**config.mk**
```make
export PLATFORM = sky130hd
export DESIGN_NAME = updown_seq_decoder
export DESIGN_NICKNAME = d
export VERILOG_FILES = /design/src/rtl/updown_pkg.sv /design/src/rtl/updown_step_classify.sv /design/src/rtl/updown_seq_decoder.sv
export SDC_FILE = /design/constraint.sdc
export NUM_CORES = 1
export LEC_CHECK = 0
export ABC_AREA = 1
export BUFFER_PORTS_ARGS = -buffer_cell sky130_fd_sc_hd__buf_2
export CORE_ASPECT_RATIO = 1.1
export CORE_MARGIN = 3
export CORE_UTILIZATION = 57
export CTS_CLUSTER_DIAMETER = 200
export DETAILED_ROUTE_END_ITERATION = 10
export PLACE_DENSITY = 0.78
export SLEW_MARGIN = 25
export SYNTH_ARGS = -nofsm -noshare
export SYNTH_HDL_FRONTEND = slang
export SYNTH_SLANG_ARGS = --single-unit
export TNS_END_PERCENT = 100
```
**constraint.sdc**
```tcl
create_clock -name clk -period 3.03 [get_ports clk]
set_clock_uncertainty 0.05 [all_clocks]
set_input_delay 0.303 -clock clk [delete_from_list [all_inputs] [get_ports clk]]
set_output_delay 0.303 -clock clk [all_outputs]
set_load 0.03 [all_outputs]
```
**src/rtl/updown_pkg.sv**
```systemverilog
// Shared types and default range constants for the 5-to-31 wrap-around
// up/down counter and its receive-side sequence decoder.
package updown_pkg;

  // Default counter geometry, shared by the counter and the decoder.
  localparam int DEF_WIDTH   = 5;
  localparam int DEF_MIN_VAL = 5;
  localparam int DEF_MAX_VAL = 31;

  // Decoder tracking state.
  typedef enum logic [1:0] {
    ST_IDLE      = 2'd0,
    ST_ACQ       = 2'd1,
    ST_LOCK_UP   = 2'd2,
    ST_LOCK_DOWN = 2'd3
  } state_t;

  // Relationship of a new sample to the previous one.
  typedef enum logic [2:0] {
    STEP_UP    = 3'd0,
    STEP_DOWN  = 3'd1,
    STEP_HOLD  = 3'd2,
    STEP_JUMP  = 3'd3,
    STEP_RANGE = 3'd4
  } step_t;

  // True when a step class is a legal single count in either direction.
  function automatic logic is_count_step(input step_t s);
    return (s == STEP_UP) || (s == STEP_DOWN);
  endfunction

endpackage

```
**src/rtl/updown_step_classify.sv**
```systemverilog
// Purely combinational classifier: compares a new counter sample with the
// previous one and reports the step class plus the two wrap conditions.
module updown_step_classify
  import updown_pkg::*;
#(
  parameter int WIDTH   = DEF_WIDTH,
  parameter int MIN_VAL = DEF_MIN_VAL,
  parameter int MAX_VAL = DEF_MAX_VAL
) (
  input  logic [WIDTH-1:0] prev,
  input  logic [WIDTH-1:0] q_in,
  output step_t            step,
  output logic             wrap_up_hit,
  output logic             wrap_down_hit
);

  // One extra bit keeps prev+1 and prev-1 from aliasing back into range.
  localparam logic [WIDTH:0] MIN_X = (WIDTH + 1)'(MIN_VAL);
  localparam logic [WIDTH:0] MAX_X = (WIDTH + 1)'(MAX_VAL);

  logic [WIDTH:0] prev_x;
  logic [WIDTH:0] q_x;
  logic           out_of_range;
  logic           is_up;
  logic           is_down;

  assign prev_x = {1'b0, prev};
  assign q_x    = {1'b0, q_in};

  // Raw comparisons; wrap-around is handled explicitly at the range ends.
  always_comb begin
    out_of_range = (q_x < MIN_X) || (q_x > MAX_X);
    if (prev_x == MAX_X) begin
      is_up = (q_x == MIN_X);
    end else begin
      is_up = (q_x == prev_x + 1'b1);
    end
    if (prev_x == MIN_X) begin
      is_down = (q_x == MAX_X);
    end else begin
      is_down = (q_x == prev_x - 1'b1);
    end
  end

  // Priority resolution: range, then hold, then up, down, and finally jump.
  always_comb begin
    step          = STEP_JUMP;
    wrap_up_hit   = 1'b0;
    wrap_down_hit = 1'b0;
    if (out_of_range) begin
      step = STEP_RANGE;
    end else if (q_in == prev) begin
      step = STEP_HOLD;
    end else if (is_up) begin
      step        = STEP_UP;
      wrap_up_hit = (prev_x == MAX_X);
    end else if (is_down) begin
      step          = STEP_DOWN;
      wrap_down_hit = (prev_x == MIN_X);
    end
  end

endmodule

```
**src/rtl/updown_seq_decoder.sv**
```systemverilog
// Receive-side decoder for the wrap-around up/down counter stream. Tracks the
// count direction, locks after a run of consistent steps, and flags wraps,
// loads and protocol errors. All outputs are registered (latency 1).
module updown_seq_decoder
  import updown_pkg::*;
#(
  parameter int WIDTH    = DEF_WIDTH,
  parameter int MIN_VAL  = DEF_MIN_VAL,
  parameter int MAX_VAL  = DEF_MAX_VAL,
  parameter int LOCK_CNT = 2,
  parameter int ERR_W    = 8
) (
  input  logic             clk,
  input  logic             rst,
  input  logic             valid,
  input  logic [WIDTH-1:0] q_in,
  output logic             locked,
  output logic             dir,
  output logic             dir_change,
  output logic             wrap_up,
  output logic             wrap_down,
  output logic             load_seen,
  output logic             range_err,
  output logic             hold_err,
  output logic [ERR_W-1:0] err_cnt
);

  localparam logic [2:0] LOCK_RUN = 3'(LOCK_CNT);

  state_t           state;
  state_t           state_n;
  logic [WIDTH-1:0] prev;
  logic [WIDTH-1:0] prev_n;
  logic [2:0]       run;
  logic [2:0]       run_n;
  logic             run_dir;
  logic             run_dir_n;

  logic             locked_n;
  logic             dir_n;
  logic             dir_change_n;
  logic             wrap_up_n;
  logic             wrap_down_n;
  logic             load_seen_n;
  logic             range_err_n;
  logic             hold_err_n;
  logic [ERR_W-1:0] err_cnt_n;

  step_t            step;
  logic             wrap_up_hit;
  logic             wrap_down_hit;
  logic             step_is_up;
  logic [2:0]       run_inc;

  updown_step_classify #(
    .WIDTH   (WIDTH),
    .MIN_VAL (MIN_VAL),
    .MAX_VAL (MAX_VAL)
  ) u_classify (
    .prev          (prev),
    .q_in          (q_in),
    .step          (step),
    .wrap_up_hit   (wrap_up_hit),
    .wrap_down_hit (wrap_down_hit)
  );

  // Run length if this sample is a count step: extend a matching run, else restart at 1.
  always_comb begin
    step_is_up = (step == STEP_UP);
    if (run_dir == step_is_up) begin
      run_inc = run + 3'd1;
    end else begin
      run_inc = 3'd1;
    end
  end

  // Next-state, run counter, pulse and error-counter logic.
  always_comb begin
    state_n      = state;
    prev_n       = prev;
    run_n        = run;
    run_dir_n    = run_dir;
    locked_n     = locked;
    dir_n        = dir;
    dir_change_n = 1'b0;
    wrap_up_n    = 1'b0;
    wrap_down_n  = 1'b0;
    load_seen_n  = 1'b0;
    range_err_n  = 1'b0;
    hold_err_n   = 1'b0;
    err_cnt_n    = err_cnt;

    if (valid) begin
      if (step != STEP_RANGE) begin
        prev_n = q_in;
      end

      if (state != ST_IDLE) begin
        wrap_up_n   = wrap_up_hit;
        wrap_down_n = wrap_down_hit;
      end

      case (state)
        ST_IDLE: begin
          if (step == STEP_RANGE) begin
            range_err_n = 1'b1;
          end else begin
            state_n = ST_ACQ;
            run_n   = 3'd0;
          end
        end

        ST_ACQ: begin
          if (is_count_step(step)) begin
            run_n     = run_inc;
            run_dir_n = step_is_up;
            if (run_inc >= LOCK_RUN) begin
              state_n  = step_is_up ? ST_LOCK_UP : ST_LOCK_DOWN;
              locked_n = 1'b1;
              dir_n    = step_is_up;
            end
          end else if (step == STEP_JUMP) begin
            load_seen_n = 1'b1;
            run_n       = 3'd0;
          end else if (step == STEP_HOLD) begin
            hold_err_n = 1'b1;
            run_n      = 3'd0;
          end else begin
            range_err_n = 1'b1;
            state_n     = ST_IDLE;
            run_n       = 3'd0;
          end
        end

        ST_LOCK_UP, ST_LOCK_DOWN: begin
          if (is_count_step(step)) begin
            if (step_is_up != (state == ST_LOCK_UP)) begin
              state_n      = step_is_up ? ST_LOCK_UP : ST_LOCK_DOWN;
              dir_n        = step_is_up;
              dir_change_n = 1'b1;
            end
          end else if (step == STEP_JUMP) begin
            load_seen_n = 1'b1;
            state_n     = ST_ACQ;
            locked_n    = 1'b0;
            run_n       = 3'd0;
          end else if (step == STEP_HOLD) begin
            hold_err_n = 1'b1;
            state_n    = ST_ACQ;
            locked_n   = 1'b0;
            run_n      = 3'd0;
          end else begin
            range_err_n = 1'b1;
            state_n     = ST_IDLE;
            locked_n    = 1'b0;
            run_n       = 3'd0;
          end
        end

        default: begin
          state_n  = ST_IDLE;
          locked_n = 1'b0;
          run_n    = 3'd0;
        end
      endcase

      if ((range_err_n || hold_err_n) && (err_cnt != {ERR_W{1'b1}})) begin
        err_cnt_n = err_cnt + 1'b1;
      end
    end
  end

  // State and output registers; reset wins over any sample in the same cycle.
  always_ff @(posedge clk) begin
    if (rst) begin
      state      <= ST_IDLE;
      prev       <= '0;
      run        <= 3'd0;
      run_dir    <= 1'b0;
      locked     <= 1'b0;
      dir        <= 1'b0;
      dir_change <= 1'b0;
      wrap_up    <= 1'b0;
      wrap_down  <= 1'b0;
      load_seen  <= 1'b0;
      range_err  <= 1'b0;
      hold_err   <= 1'b0;
      err_cnt    <= '0;
    end else begin
      state      <= state_n;
      prev       <= prev_n;
      run        <= run_n;
      run_dir    <= run_dir_n;
      locked     <= locked_n;
      dir        <= dir_n;
      dir_change <= dir_change_n;
      wrap_up    <= wrap_up_n;
      wrap_down  <= wrap_down_n;
      load_seen  <= load_seen_n;
      range_err  <= range_err_n;
      hold_err   <= hold_err_n;
      err_cnt    <= err_cnt_n;
    end
  end

endmodule

```
* Word level (Yosys, flattened, before mapping)
Index checks and enable logic that the tools add are counted.
Operators by class: add/subtract/negate cells 4, $lt $le $gt $ge 3, eq/ne operators 28, mux-type cells 44, bitwise gates (word level) 7, reduce and logical (&&, ||, !) cells 22
Operators with widths (count):
- 1-bit two-way mux | 24
- 3-bit two-way mux | 7
- 2-bit two-way mux | 8
- 3-bit != test, second input constant | 5
- 5-bit by 6-bit == test with 1-bit output | 2
- 2-bit != test, second input constant | 6
- 6-bit AND reduction | 2
- 5-bit by 3-bit == test with 1-bit output, second input constant | 2
- 5-bit == test, second input constant | 2
- 3-bit one-hot mux with 3 select lines | 1
- 8-bit by 1-bit adder with 8-bit output, second input constant | 1
- 8-bit != test, second input constant | 1
- 4-bit OR reduction | 2
- 1-bit inverter | 7
- 7-bit OR reduction | 1
- 5-bit by 1-bit adder with 6-bit output, second input constant | 1
- 3-bit by 2-bit == test with 1-bit output, second input constant | 2
- 1-bit one-hot mux with 2 select lines | 3
- 2-bit one-hot mux with 3 select lines | 1
- 3-bit AND reduction | 2
- 6-bit OR reduction | 1
- 5-bit by 1-bit subtractor with 6-bit output, second input constant | 1
- 5-bit == test | 1
- 5-bit greater-than comparator, second input constant | 1
- other kinds (18) | 24
Word-level totals: bits in registers 27, input bits 8, output and inout bits 16, word-level logic and storage cells 121

* Logic depth before layout (Yosys ltp)
Gate-level depths: netlist of run 1.
depth after elaboration 16, depth in mapped cells 18, gate-level depth less buffers 18

* Hierarchy
A second synthesis of run 1 with hierarchy kept.
Unflattened totals: cells, all modules 292, area total of the unflattened synthesis 1851.8 um^2
By module, submodules not included:
- updown_seq_decoder | times used 1, cells an instance 195, area each 1406.3 um^2, seq. area each 540.5 um^2
- updown_step_classify | times used 1, cells an instance 97, area each 445.4 um^2, seq. area each 0.0 um^2

* Worst setup path after synthesis of run 1
OpenSTA, ideal clock, no wires.
kind register -> register, start reg prev[0], end reg state[1], setup time 0.115 ns, arrival 2.074 ns, required time 2.865 ns, slack 0.791 ns, stages on the path, launching flop included 17, buffers on the path 0, period minus slack after synthesis 2.239 ns, cell sequence dfxtp_1 ha_1 inv_1 nor3_1 ha_1 nand2_1 nand2_1 nor2_1 nand3_1 nor2_1 nor2_2 nand3_2 nand2_2 nor2_4 nand2_4 a21oi_1 nor2_1
Between the ends: longest elaborated chain between the ends 13, elaborated cells on any way between the ends 32, those cells by class add/sub (2); order compare (1); eq/ne (16); mux (10); reduce/logical (3)
Ends and longest elaborated chain:
- start: declaration | RTL line updown_seq_decoder.sv:32 | logic [WIDTH-1:0] prev;
- start signal: assignment | RTL line updown_seq_decoder.sv:191 | prev <= prev_n;
- 5-bit by 1-bit subtractor with 6-bit output | RTL line updown_step_classify.sv:41 | is_down = (q_x == prev_x - 1'b1);
- 5-bit by 6-bit == test with 1-bit output | RTL line updown_step_classify.sv:41
- 1-bit two-way mux | RTL line updown_step_classify.sv:38 | if (prev_x == MIN_X) begin
- 2-bit two-way mux | RTL line updown_step_classify.sv:57 | end else if (is_down) begin
- 3-bit two-way mux | RTL line updown_step_classify.sv:54 | end else if (is_up) begin
- 3-bit two-way mux * | RTL line updown_step_classify.sv:52 | end else if (q_in == prev) begin
- 3-bit two-way mux * | RTL line updown_step_classify.sv:50 | if (out_of_range) begin
- 3-bit zero test | RTL line updown_pkg.sv:29, updown_seq_decoder.sv:69
- 1-bit == test | RTL line updown_seq_decoder.sv:70 | if (run_dir == step_is_up) begin
- 3-bit two-way mux | RTL line updown_seq_decoder.sv:70
- 3-bit by 2-bit >= comparator with 1-bit output | RTL line updown_seq_decoder.sv:117 | if (run_inc >= LOCK_RUN) begin
- 3-bit != test (no source line)
- 6-bit AND reduction (no source line)
- end signal: assignment | RTL line updown_seq_decoder.sv:190 | state <= state_n;
- end: declaration | RTL line updown_seq_decoder.sv:30 | state_t state;
Mark *: on every way between the ends. The rest lies on a longest branch, timed or not. A chain may end at the register's enable or synchronous reset.

* Worst setup path in the final report of run 1
start reg prev[1], end reg state[0]
The elaborated chain is that of the path after synthesis.

==> metrics.md, run 1 <==
| Metric | Value |
|---|---|
| Place WS | `0.603 ns` |
| Worst setup path endpoint | `state[0]$_SDFFE_PP0P_` |
| Worst path top cell family by delay | `simple AND/OR/NAND/NOR gates` |
| Die area | `3880 sq um` |
| Count leader, synth | `nand2_1` |
| Final hold viol count | `0` |
| Area grow syn2layout | `9.14%` |
| Startpoint Class | `flip-flop` |
| Hold path cells | `2` |
| Via count | `1,705` |
| First-pass GRT wire length | `6.49 mm` |
| Drt first-iter violations | `96` |
| Rel. slew slack | `0.669` |
| CP max stage delay | `0.46 ns` |
| Worst path buffer plus inverter count | `1` |
| Total track usage | `0.210` |
| Die W | `59.7 microns` |
| Commonest cells post-synth | `60 x nand2_1, 32 x nor2_1, 31 x inv_1, 27 x dfxtp_1, 22 x nand3_1` |
| Average wire per standard cell | `11.0 microns` |
| Syn Nets | `284` |
| Number of cells on the critical path | `16` |
| Routability cong. | `0.918` |
| R2R depth | `16` |
| Num rows | `20` |
| Ys flop type | `dfxtp_1` |
| Filler cells | `251` |
| Crit path DAT | `2.62 ns` |
| DRC Markers | `0` |
| Status | `finished clean` |
| Die height | `65.1 microns` |
| Post-route setup slack | `0.591 ns` |
| H-tree lvl count | `1` |
| Placement Cell Area | `1940 sq um` |
| Tightest Pin Transition | `0.496 ns` |
| Longest Clk Path Bufs | `2` |
| Layout cells sized above 1 | `0.231` |
| Detailed placement HPWL | `2.85 mm` |
| Later-pin clock latency in the skew report | `0.32 ns` |
| Placed cells | `323` |
| Post-synth cell types | `28` |
| Peak supply drop | `0.000295 V` |
| Post-synth EDFFs | `0` |
| Crit-path cells | `ha_1 -> inv_1 -> nor3_1 -> ha_1 -> nand2_1 -> nand2_1 -> nor2_1 -> nand3_1 -> o21ai_4 -> nand3_1 -> nand2_1 -> nor2_1 -> nor2_2 -> nand3_1 -> nand2_1 -> nor2_1` |
| Antenna violation net count after detailed routing | `0` |
| PostCTS Resize Cnt | `0` |
| Clock transition at the registers of the reported paths | `0.14 ns` |
| Layout Cells excl Fill | `327` |
| Final instance area | `1970 sq um` |
| Final WL | `3.60 mm` |
| Max Fclk | `410 MHz` |
| Synthesis Warnings | `0` |
| Register bit total from synthesis | `27` |
| CTS Buf Count | `3` |
| Vias/cell | `5.21` |
| Fin crit period | `2.44 ns` |
| First-pass DRT Iterations | `4` |
| Max-Cap Viols | `0` |
| Area leader, netlist | `dfxtp_1` |
| Final net count | `309` |
| CP Capture Type | `flip-flop` |
| RSZ-0062 raised after global routing | `false` |
| Mapped Area | `1810 sq um` |
| Critical Path Start | `prev[1]$_SDFFE_PP0P_` |
| Total grt overflow | `0` |
| Count of buffers from port buffering | `23` |
| Mean Syn Cell Area | `6.69 sq um` |
| Initial Util | `0.622` |
| # diodes | `0` |
| CTS Sinks | `27` |
| Tcrit/Tclk final | `0.805` |
| Core Box Area | `2900 sq um` |
| Slowest cell on the critical path | `dfxtp_1` |
| Sequential fraction of the synthesis area | `0.299` |
| CTS tree | `built` |
| Cell repeated most along the worst path | `nand2_1` |
| Yosys top cell area share | `0.299` |
| RR Startpoint | `prev[1]$_SDFFE_PP0P_` |
| Worst EP required | `3.21 ns` |
| # hold bufs at CTS | `0` |
| Max Transition Viols Final | `0` |
| Antenna violations before repair | `0` |
| Critical path fanouts, max | `6` |
| Pleak | `1.00 nW` |
| Largest net degree at the start of global routing | `19` |
| Setup TNS | `0 ns` |
| Worst setup path class | `reg2reg` |
| Final setup vio count | `0` |
| PD cells | `393 nW/um^2` |
| Clk Tree Root Cell | `clkbuf_4` |
| Syn Inst Count | `270` |
| Fraction of registers with async set/reset | `0` |
| Ports | `24` |
| Top cells by area, synth | `dfxtp_1 30%, nand2_1 12%, nor2_1 6.6%, inv_1 6.4%, nand3_1 6.1%` |
| R2r setup slk | `0.59 ns` |
| FF-to-FF End | `state[0]$_SDFFE_PP0P_` |
| Vias in the first global route | `1,538` |
| Hold Crit Class | `in2reg` |
| Postcts setup bufs | `0` |
## through the flow
stage	utilization	hold WS, ns	total power (W)
floorplan	-	0.322	0.000582
global placement	0.670	0.409	0.000628
detailed placement	0.670	0.411	0.000628
CTS	0.679	0.133	0.000783
global route	0.679	0.134	0.000835
finish	0.679	0.140	0.000774
## power breakdown
part | leakage, nW | switching [W] | internal [W]
registers | 0.220 | 0.0000230 | 0.000372
clock network | 0.0177 | 0.000101 | 0.0000494
logic | 0.764 | 0.000152 | 0.0000763
## kinds of logic (layout without fill, tap and decap cells)
| logic type | count (synthesis) | count (layout) | share of synthesized area |
|---|---|---|---|
| and+or+nand+nor | 156 | 156 | 0.436 |
| buffers and inverters | 42 | 66 | 0.0914 |
| AOI/OAI and AO/OA | 36 | 36 | 0.118 |
| DFF | 27 | 27 | 0.299 |
| adders and majority gates | 6 | 6 | 0.0416 |
| xor gates and xnor gates | 3 | 3 | 0.0145 |
## cells in the final DEF (no fill, tap or decap), types with 4 or more instances in the layout
cell	Yosys	routed
nand2_1	60	60
nor2_1	32	32
inv_1	31	31
dfxtp_1	27	27
buf_2	0	23
nand3_1	22	22
a21oi_1	17	17
o21ai_0	12	12
nand2_2	10	10
inv_2	8	8
nor3_1	7	7
nand3_2	7	7
ha_1	6	6
nand4_1	5	5
nand2_4	4	4
nor2_2	4	4
nor2_4	4	4
## sequential cells by signal, summed over array words and instances (netlist names), 2 cells and up
register	flops
err_cnt	8
prev	5
run	3
state	2
## layout make-up
type / instances / area (sq um) / area share
Clock buffer: 3 / 22.5 / 0.0114
Clock inverter: 1 / 5.00 / 0.00254
Inverter: 39 / 146 / 0.0742
Multi-Input combinational cell: 201 / 1100 / 0.558
Sequential cell: 27 / 541 / 0.274
Tap cell: 33 / 41.3 / 0.0209
Timing Repair Buffer: 23 / 115 / 0.0584
## metal layers
layer,share of wire,global-route usage,wire length (microns),up-vias
li1,-,-,-,908
met3,0.049,0.0299,175,4
met5,0,0,0,-
met1,0.47,0.282,1700,756
met2,0.47,0.332,1690,37
met4,0.0081,0.0803,29,0
## how the worst min path moves through the flow
stage	startpoint	to	slack (ns)
6_report	rst	run[2]$_SDFFE_PP0P_	0.14
5_1_grt	rst	run[1]$_SDFFE_PP0P_	0.13
4_1_cts	rst	run[2]$_SDFFE_PP0P_	0.13
3_5_place_dp	locked$_SDFFE_PP0P_	locked$_SDFFE_PP0P_	0.41
3_3_place_gp	locked$_SDFFE_PP0P_	locked$_SDFFE_PP0P_	0.41
2_1_floorplan	rst	run[1]$_SDFFE_PP0P_	0.32
Note: power is estimated with default switching activity, not from simulation.
==> run 2: changes to the inputs <==
- ABC_AREA: 1 -> 0
- CORE_UTILIZATION: 57 -> 56
- PLACE_DENSITY: 0.78 -> 0.77
- clock period: 3.03 -> 2.4 ns (I/O delays scaled with it)
==> run 2 against run 1 <==
Net effect:
- the run now ends with negative setup slack left
- fmax decreased by 2.9%
- final area increased by 9.8%
- final cell count decreased by 17%
- wire length increased by 26%
- worst hold slack got worse by 0.0081 ns
- critical path depth decreased by 6
- combinational power increased by 4%
- register-to-register slack got worse by 0.70 ns
- synthesized cell count decreased by 27%
- count of clock-buffer cells in the layout unchanged
==> metrics.md, run 2 <==
| Metric | Value |
|---|---|
| Worst EP required | `2.65 ns (-0.56 ns)` |
| Final setup vio count | `4 (+4)` |
| Commonest cells post-synth | `27 x dfxtp_1, 22 x nand2_1, 14 x nor2_1` |
| Die W | `58.4 microns (-2.1%)` |
| Initial Util | `0.599 (-0.0237)` |
| RSZ-0062 raised after global routing | `true` |
| Largest net degree at the start of global routing | `22 (+3)` |
| Hold Startpoint | `q_in[0]` |
| Worst path top cell family by delay | `compound AO/OA/AOI/OAI gates` |
| Worst path buffer plus inverter count | `0 (-1)` |
| Antenna violations before repair | `0 (unchanged)` |
| Synthesis Warnings | `0 (unchanged)` |
| Layout cells sized above 1 | `0.366 (+0.134)` |
| Max-Cap Viols | `0 (unchanged)` |
| Die area | `3720 sq um (-4.2%)` |
| Register bit total from synthesis | `27 (unchanged)` |
| Power, Total | `0.000907 W (+17%)` |
| Final net count | `253 (-18%)` |
| Slowest cell on the critical path | `or4b_4` |
| Sequential fraction of the synthesis area | `0.319 (+0.0201)` |
| Vias in the first global route | `1,610 (+4.7%)` |
| First-pass DRT Iterations | `4 (unchanged)` |
| Tightest Pin Transition | `0.525 ns (+0.0291 ns)` |
| Status | `finished with violations` |
| Tcrit/Tclk final | `1.05 (+0.242)` |
| Final hold viol count | `0 (unchanged)` |
| Startpoint Class | `flip-flop` |
| Cell repeated most along the worst path | `ha_4` |
| Area leader, netlist | `dfxtp_1` |
| Crit-path cells | `ha_4 -> and3_4 -> ha_4 -> xor2_2 -> a211oi_2 -> a31oi_4 -> or4b_4 -> o32a_1 -> o2bb2ai_1 -> a22o_1` |
| Placement Cell Area | `1970 sq um (+1.2%)` |
| Syn Inst Count | `198 (-27%)` |
| CTS Sinks | `27 (unchanged)` |
| Longest Clk Path Bufs | `2 (unchanged)` |
| Hold Crit Class | `in2reg` |
| CTS Buf Count | `3 (unchanged)` |
| Ports | `24 (unchanged)` |
| PD cells | `419 nW/um^2 (+6.7%)` |
| Detailed placement HPWL | `3.16 mm (+11%)` |
| Die height | `63.7 microns (-2.1%)` |
| DRC Markers | `0 (unchanged)` |
| CP max stage delay | `0.49 ns (+0.03 ns)` |
| Post-synth cell types | `55 (+96%)` |
| CP Capture Type | `flip-flop` |
| Area grow syn2layout | `27.9%` |
| Count leader, synth | `dfxtp_1` |
| Core Box Area | `2830 sq um (-2.6%)` |
| Total grt overflow | `0 (unchanged)` |
| Final instance area | `2170 sq um (+9.8%)` |
| Average wire per standard cell | `16.7 microns (+52%)` |
| Post-route setup slack | `-0.111 ns (-0.703 ns)` |
| Rel. slew slack | `0.648 (-0.0202)` |
| Num rows | `20 (unchanged)` |
| Pleak | `0.912 nW (-8.9%)` |
| Most frequent cells in the layout | `24 x dfxtp_1, 23 x buf_2, 20 x nand2_1` |
| Commonest non-fill, non-tap cell in the layout | `dfxtp_1` |
| Violated checks | `negative setup slack` |
| Critical Path Start | `prev[1]$_SDFFE_PP0P_` |
| Mapped Area | `1690 sq um (-6.3%)` |
| Largest registers | `err_cnt x8, prev x5, run x3` |
| Ys flop type | `dfxtp_1` |
| Mean Syn Cell Area | `8.55 sq um (+28%)` |
| Fin crit period | `2.51 ns (+0.0726 ns)` |
| Via count | `1,690 (-0.88%)` |
| Critical path fanouts, max | `6 (unchanged)` |
| Drt first-iter violations | `104 (+8.3%)` |
| Syn Nets | `212 (-25%)` |
| Crit path DAT | `2.76 ns (+0.14 ns)` |
| RR Startpoint | `prev[1]$_SDFFE_PP0P_` |
| First-pass GRT wire length | `7.23 mm (+11%)` |
| Vias/cell | `6.24 (+20%)` |
| Later-pin clock latency in the skew report | `0.34 ns (+0.02 ns)` |
| CTS tree | `built` |
| Max Transition Viols Final | `0 (unchanged)` |
| Routability cong. | `0.947 (+3.1%)` |
| Count of buffers from port buffering | `23 (unchanged)` |
| Antenna violation net count after detailed routing | `0 (unchanged)` |
| Max Fclk | `398 MHz (-2.9%)` |
| Clk Tree Root Cell | `clkbuf_4` |
| Post-synth EDFFs | `0 (unchanged)` |
| Final WL | `4.53 mm (+26%)` |
| Max FFs per register | `8 (unchanged)` |
| # diodes | `0 (unchanged)` |
| Top cells by area, synth | `dfxtp_1 32%, nand2_1 4.9%, xnor2_1 4.7%, xor2_1 4.7%, ha_1 4.4%` |
| Yosys top cell area share | `0.319 (+0.0201)` |
| Clock transition at the registers of the reported paths | `0.15 ns (about the same)` |
| Worst setup path class | `reg2reg` |
| Total track usage | `0.246 (+0.0364)` |
| H-tree lvl count | `1 (unchanged)` |
| Register with the most flip-flops | `err_cnt` |
| Fraction of registers with async set/reset | `0 (unchanged)` |
| Peak supply drop | `0.000360 V (+22%)` |
==> run 2: cell count changes after synthesis, moves of 7 or more <==
cell     previous run  this run
nand2_1            60        22
inv_1              31         4
nor2_1             32        14
nand3_1            22         7
nand2_2            10         0
a21oi_1            17         9
and3_1              0         8
inv_2               8         0
xnor2_1             1         9
xor2_1              2         9
==> run 2: per-stage QoR <==
stage	TNS [ns]	utilization	hold slack, ns	instances	setup WS [ns]
after floorplan	-0.0658	-	0.326	198	-0.0394
after global placement	-0.0705	0.696	0.424	262	-0.0420
after detailed placement	-0.247	0.696	0.430	262	-0.0944
after CTS	-0.207	0.715	0.115	266	-0.110
after global routing	-1.16	0.766	0.141	271	-0.226
final	-0.318	0.766	0.132	271	-0.111
==> run 2: final timing paths <==
path	cells past startpoint	end	slack, ns
worst max-delay path	10	run[2]$_SDFFE_PP0P_	-0.11
worst min-delay path	3	prev[0]$_SDFFE_PP0P_	0.13
worst max register to register	10	run[2]$_SDFFE_PP0P_	-0.11
worst min register to register	2	prev[2]$_SDFFE_PP0P_	0.45
==> run 2: metal layers <==
metal  up-vias  share of wire  track usage
met5         -              0            0
met4         0          0.034        0.133
met3        17          0.035       0.0348
met2        52           0.52        0.419
met1       820           0.41        0.289
li1        801              -            -
==> run 2: worst register-to-register path: cells and delay by family, from the launching register on <==
kind / cells / cell delay, ns
AOI/OAI and AO/OA: 5 / 0.81
xor gates and xnor gates: 1 / 0.14
adders and majority gates: 2 / 0.42
DFF: 1 / 0.39
and+or+nand+nor: 2 / 0.67
==> run 2: repair_timing <==
action,CTS,global route
gates resized for setup,5,23
hold buffers,0,0
buffers inserted,0,5
pin swaps,6,12
setup endpoints to repair,7,13
==> run 2: layout make-up <==
class	count	area (sq um)
multi-input cells	158	1240
fillers	207	662
flip-flops and latches	27	549
repair buffers	45	292
well taps	33	41.3
clock buffers	3	22.5
inverters	4	15.0
clock inverters	1	7.51
==> run 2: where the power goes <==
group          internal [W]  switching (W)  leakage, nW
logic              0.000102       0.000134        0.678
clock network     0.0000640       0.000143       0.0139
registers          0.000457     0.00000745        0.221
==> run 2: logic make-up (layout without fill, tap and decap cells) <==
group,after synthesis,count (layout),synth area share
compound gates,44,44,0.201
xor+xnor,20,20,0.116
fa+ha+maj,6,6,0.0443
buf+inv,13,53,0.0347
flops,27,27,0.319
mux,2,2,0.0118
simple gates,86,86,0.273
==> run 3: changes to the inputs <==
- SETUP_SLACK_MARGIN: unset -> 0.02
==> run 3 against run 2 <==
Net effect:
- the run still ends with negative setup slack left
- highest routed layer unchanged
- die area unchanged
- global-route usage about the same
- worst hold slack improved by 0.0011 ns
==> metrics.md, run 3 (synthesis results as in run 2) <==
| Metric | Value |
|---|---|
| Multi-input gate area | `1210 sq um (-2.6%)` |
| Sw Pwr | `0.000278 W (-2.2%)` |
| Peak supply drop | `0.000360 V (-0.11%)` |
| Fin crit period | `2.52 ns (+0.00433 ns)` |
| Die W | `58.4 microns (unchanged)` |
| Post-route setup slack | `-0.116 ns (-0.00433 ns)` |
| FF-to-FF End | `run[2]$_SDFFE_PP0P_` |
| Largest net degree at the start of global routing | `22 (unchanged)` |
| CTS Buf Count | `3 (unchanged)` |
| Crit path DAT | `2.76 ns (about the same)` |
| Average wire per standard cell | `16.1 microns (-3.6%)` |
| Final net count | `254 (+0.40%)` |
| Startpoint Class | `flip-flop` |
| Initial Util | `0.599 (unchanged)` |
| Power, Total | `0.000901 W (-0.63%)` |
| RSZ-0062 raised after global routing | `true` |
| Max FFs per register | `8 (unchanged)` |
| Worst setup path class | `reg2reg` |
| Number of cells on the critical path | `10 (unchanged)` |
| Worst path top cell family by delay | `compound AO/OA/AOI/OAI gates` |
| Max Transition Viols Final | `0 (unchanged)` |
| First-pass GRT wire length | `7.22 mm (about the same)` |
| Final WL | `4.38 mm (-3.2%)` |
| Final instance area | `2150 sq um (-0.87%)` |
| Antenna violation net count after detailed routing | `0 (unchanged)` |
| Layout cells sized above 1 | `0.335 (-0.0308)` |
| Drt first-iter violations | `94 (-9.6%)` |
| Area grow syn2layout | `26.8%` |
| Longest Clk Path Bufs | `2 (unchanged)` |
| Core Box Area | `2830 sq um (unchanged)` |
| Hold Crit Class | `in2reg` |
| Tcrit/Tclk final | `1.05 (+0.00180)` |
| PD cells | `420 nW/um^2 (+0.24%)` |
| CP max stage delay | `0.49 ns (about the same)` |
| Hold Startpoint | `q_in[0]` |
| Final setup vio count | `2 (-2)` |
| Violated checks | `negative setup slack` |
| Crit-path cells | `buf_6 -> inv_1 -> ha_1 -> xnor2_1 -> nor2b_2 -> a31oi_4 -> or4b_4 -> o32a_1 -> o2bb2ai_1 -> a22o_1` |
| FF/Latch Area | `548 sq um (-0.23%)` |
| Tightest Pin Transition | `0.634 ns (+0.109 ns)` |
| Clock share of power | `0.225 (-0.003)` |
| Count of buffers from port buffering | `23 (unchanged)` |
| Via count | `1,641 (-2.9%)` |
| RR Startpoint | `prev[1]$_SDFFE_PP0P_` |
| Status | `finished with violations` |
| Later-pin clock latency in the skew report | `0.33 ns (about the same)` |
| Num rows | `20 (unchanged)` |
| Filler cells | `211 (+1.9%)` |
| Clk Tree Root Cell | `clkbuf_4` |
| Sequential Power Share | `0.514 (+0.002)` |
| Die area | `3720 sq um (unchanged)` |
| Total grt overflow | `0 (unchanged)` |
| R2r setup slk | `-0.12 ns (about the same)` |
| Rel. slew slack | `0.576 (-0.0727)` |
| H-tree lvl count | `1 (unchanged)` |
| DRC Markers | `0 (unchanged)` |
| CTS tree | `built` |
| Die height | `63.7 microns (unchanged)` |
| Pleak | `0.917 nW (+0.50%)` |
| Worst path buffer plus inverter count | `2 (+2)` |
| R2R depth | `10 (unchanged)` |
| Clock transition at the registers of the reported paths | `0.14 ns (about the same)` |
| Largest registers | `err_cnt x8, prev x5, run x3` |
| Register with the most flip-flops | `err_cnt` |
| Place WS | `-0.0944 ns (unchanged)` |
| Antenna violations before repair | `0 (unchanged)` |
| Vias in the first global route | `1,609 (-0.062%)` |
| Commonest non-fill, non-tap cell in the layout | `dfxtp_1` |
| Worst EP required | `2.64 ns (about the same)` |
| Placement Cell Area | `1970 sq um (unchanged)` |
| Routability cong. | `0.947 (unchanged)` |
| Final hold viol count | `0 (unchanged)` |
| Slowest cell on the critical path | `or4b_4` |
| CP Capture Type | `flip-flop` |
| Critical path fanouts, max | `7 (+1)` |
| Ports | `24 (unchanged)` |
| Total track usage | `0.246 (-0.000415)` |
| Max-Cap Viols | `0 (unchanged)` |
| Sw Share | `0.308 (-0.00500)` |
| Detailed placement HPWL | `3.16 mm (unchanged)` |
| # diodes | `0 (unchanged)` |
| Vias/cell | `6.03 (-3.3%)` |
| Worst Hold End | `prev[0]$_SDFFE_PP0P_` |
| CTS Sinks | `27 (unchanged)` |
| Max Fclk | `397 MHz (-0.17%)` |
| Most frequent cells in the layout | `25 x dfxtp_1, 23 x buf_2, 22 x nand2_1` |
| Hold path cells | `3 (unchanged)` |
| Cell Int Power | `0.000623 W (about the same)` |
| First-pass DRT Iterations | `4 (unchanged)` |
| Comb power frac | `0.260 (about the same)` |
[run 3: area by class of cell]
class                           instances  area share
Multi-Input combinational cell        158       0.562
Sequential cell                        27       0.255
Clock inverter                          1     0.00350
Timing Repair Buffer                   46       0.143
Inverter                                4     0.00699
Clock buffer                            3      0.0105
Tap cell                               33      0.0192
[run 3: power by group through the flow]
stage / registers, W / logic, W / clock network (W)
6_report: 0.000464 / 0.000235 / 0.000203
5_1_grt: 0.000465 / 0.000254 / 0.000230
4_1_cts: 0.000464 / 0.000206 / 0.000211
3_5_place_dp: 0.000474 / 0.000198 / 0
3_3_place_gp: 0.000473 / 0.000192 / 0
2_1_floorplan: 0.000481 / 0.000129 / 0
[run 3: what timing repair did]
| item | in CTS | in global routing |
|---|---|---|
| buffers inserted | 0 | 6 |
| gates resized for setup | 6 | 16 |
| endpoints found under the setup margin | 8 | 14 |
| hold buffers | 0 | 0 |
| pin swaps | 6 | 5 |
[run 3: worst max-delay path by stage]
stage                                     end            startpoint  slack [ns]
after floorplan           run[2]$_SDFFE_PP0P_  prev[0]$_SDFFE_PP0P_       -0.04
after global routing      run[2]$_SDFFE_PP0P_  prev[1]$_SDFFE_PP0P_       -0.23
after detailed placement  run[2]$_SDFFE_PP0P_  prev[0]$_SDFFE_PP0P_       -0.09
final                     run[2]$_SDFFE_PP0P_  prev[1]$_SDFFE_PP0P_       -0.12
after CTS                 run[2]$_SDFFE_PP0P_  prev[0]$_SDFFE_PP0P_       -0.11
after global placement    run[2]$_SDFFE_PP0P_  prev[0]$_SDFFE_PP0P_       -0.04
[run 3: routing by layer]
| metal | vias to the layer above | wire length, microns | global-route usage |
|---|---|---|---|
| li1 | 801 | - | - |
| met1 | 777 | 1810 | 0.287 |
| met2 | 50 | 2290 | 0.419 |
| met3 | 13 | 168 | 0.0348 |
| met4 | 0 | 112 | 0.133 |
| met5 | - | 0 | 0 |
[run 3: metrics by stage]
stage                     setup TNS (ns)   util  hold slack [ns]  cells
final                             -0.177  0.759            0.133    272
after global routing               -1.29  0.759            0.140    272
after CTS                         -0.207  0.716            0.115    266
after detailed placement          -0.247  0.696            0.430    262
after global placement           -0.0705  0.696            0.424    262
after floorplan                  -0.0658      -            0.326    198
[run 3: worst register-to-register path, cell delays in order, from the launching register on]
cell and delay [ns]:
dfxtp_4 0.39, buf_6 0.11, inv_1 0.06, ha_1 0.28
xnor2_1 0.15, nor2b_2 0.18, a31oi_4 0.28, or4b_4 0.49
o32a_1 0.19, o2bb2ai_1 0.15, a22o_1 0.13
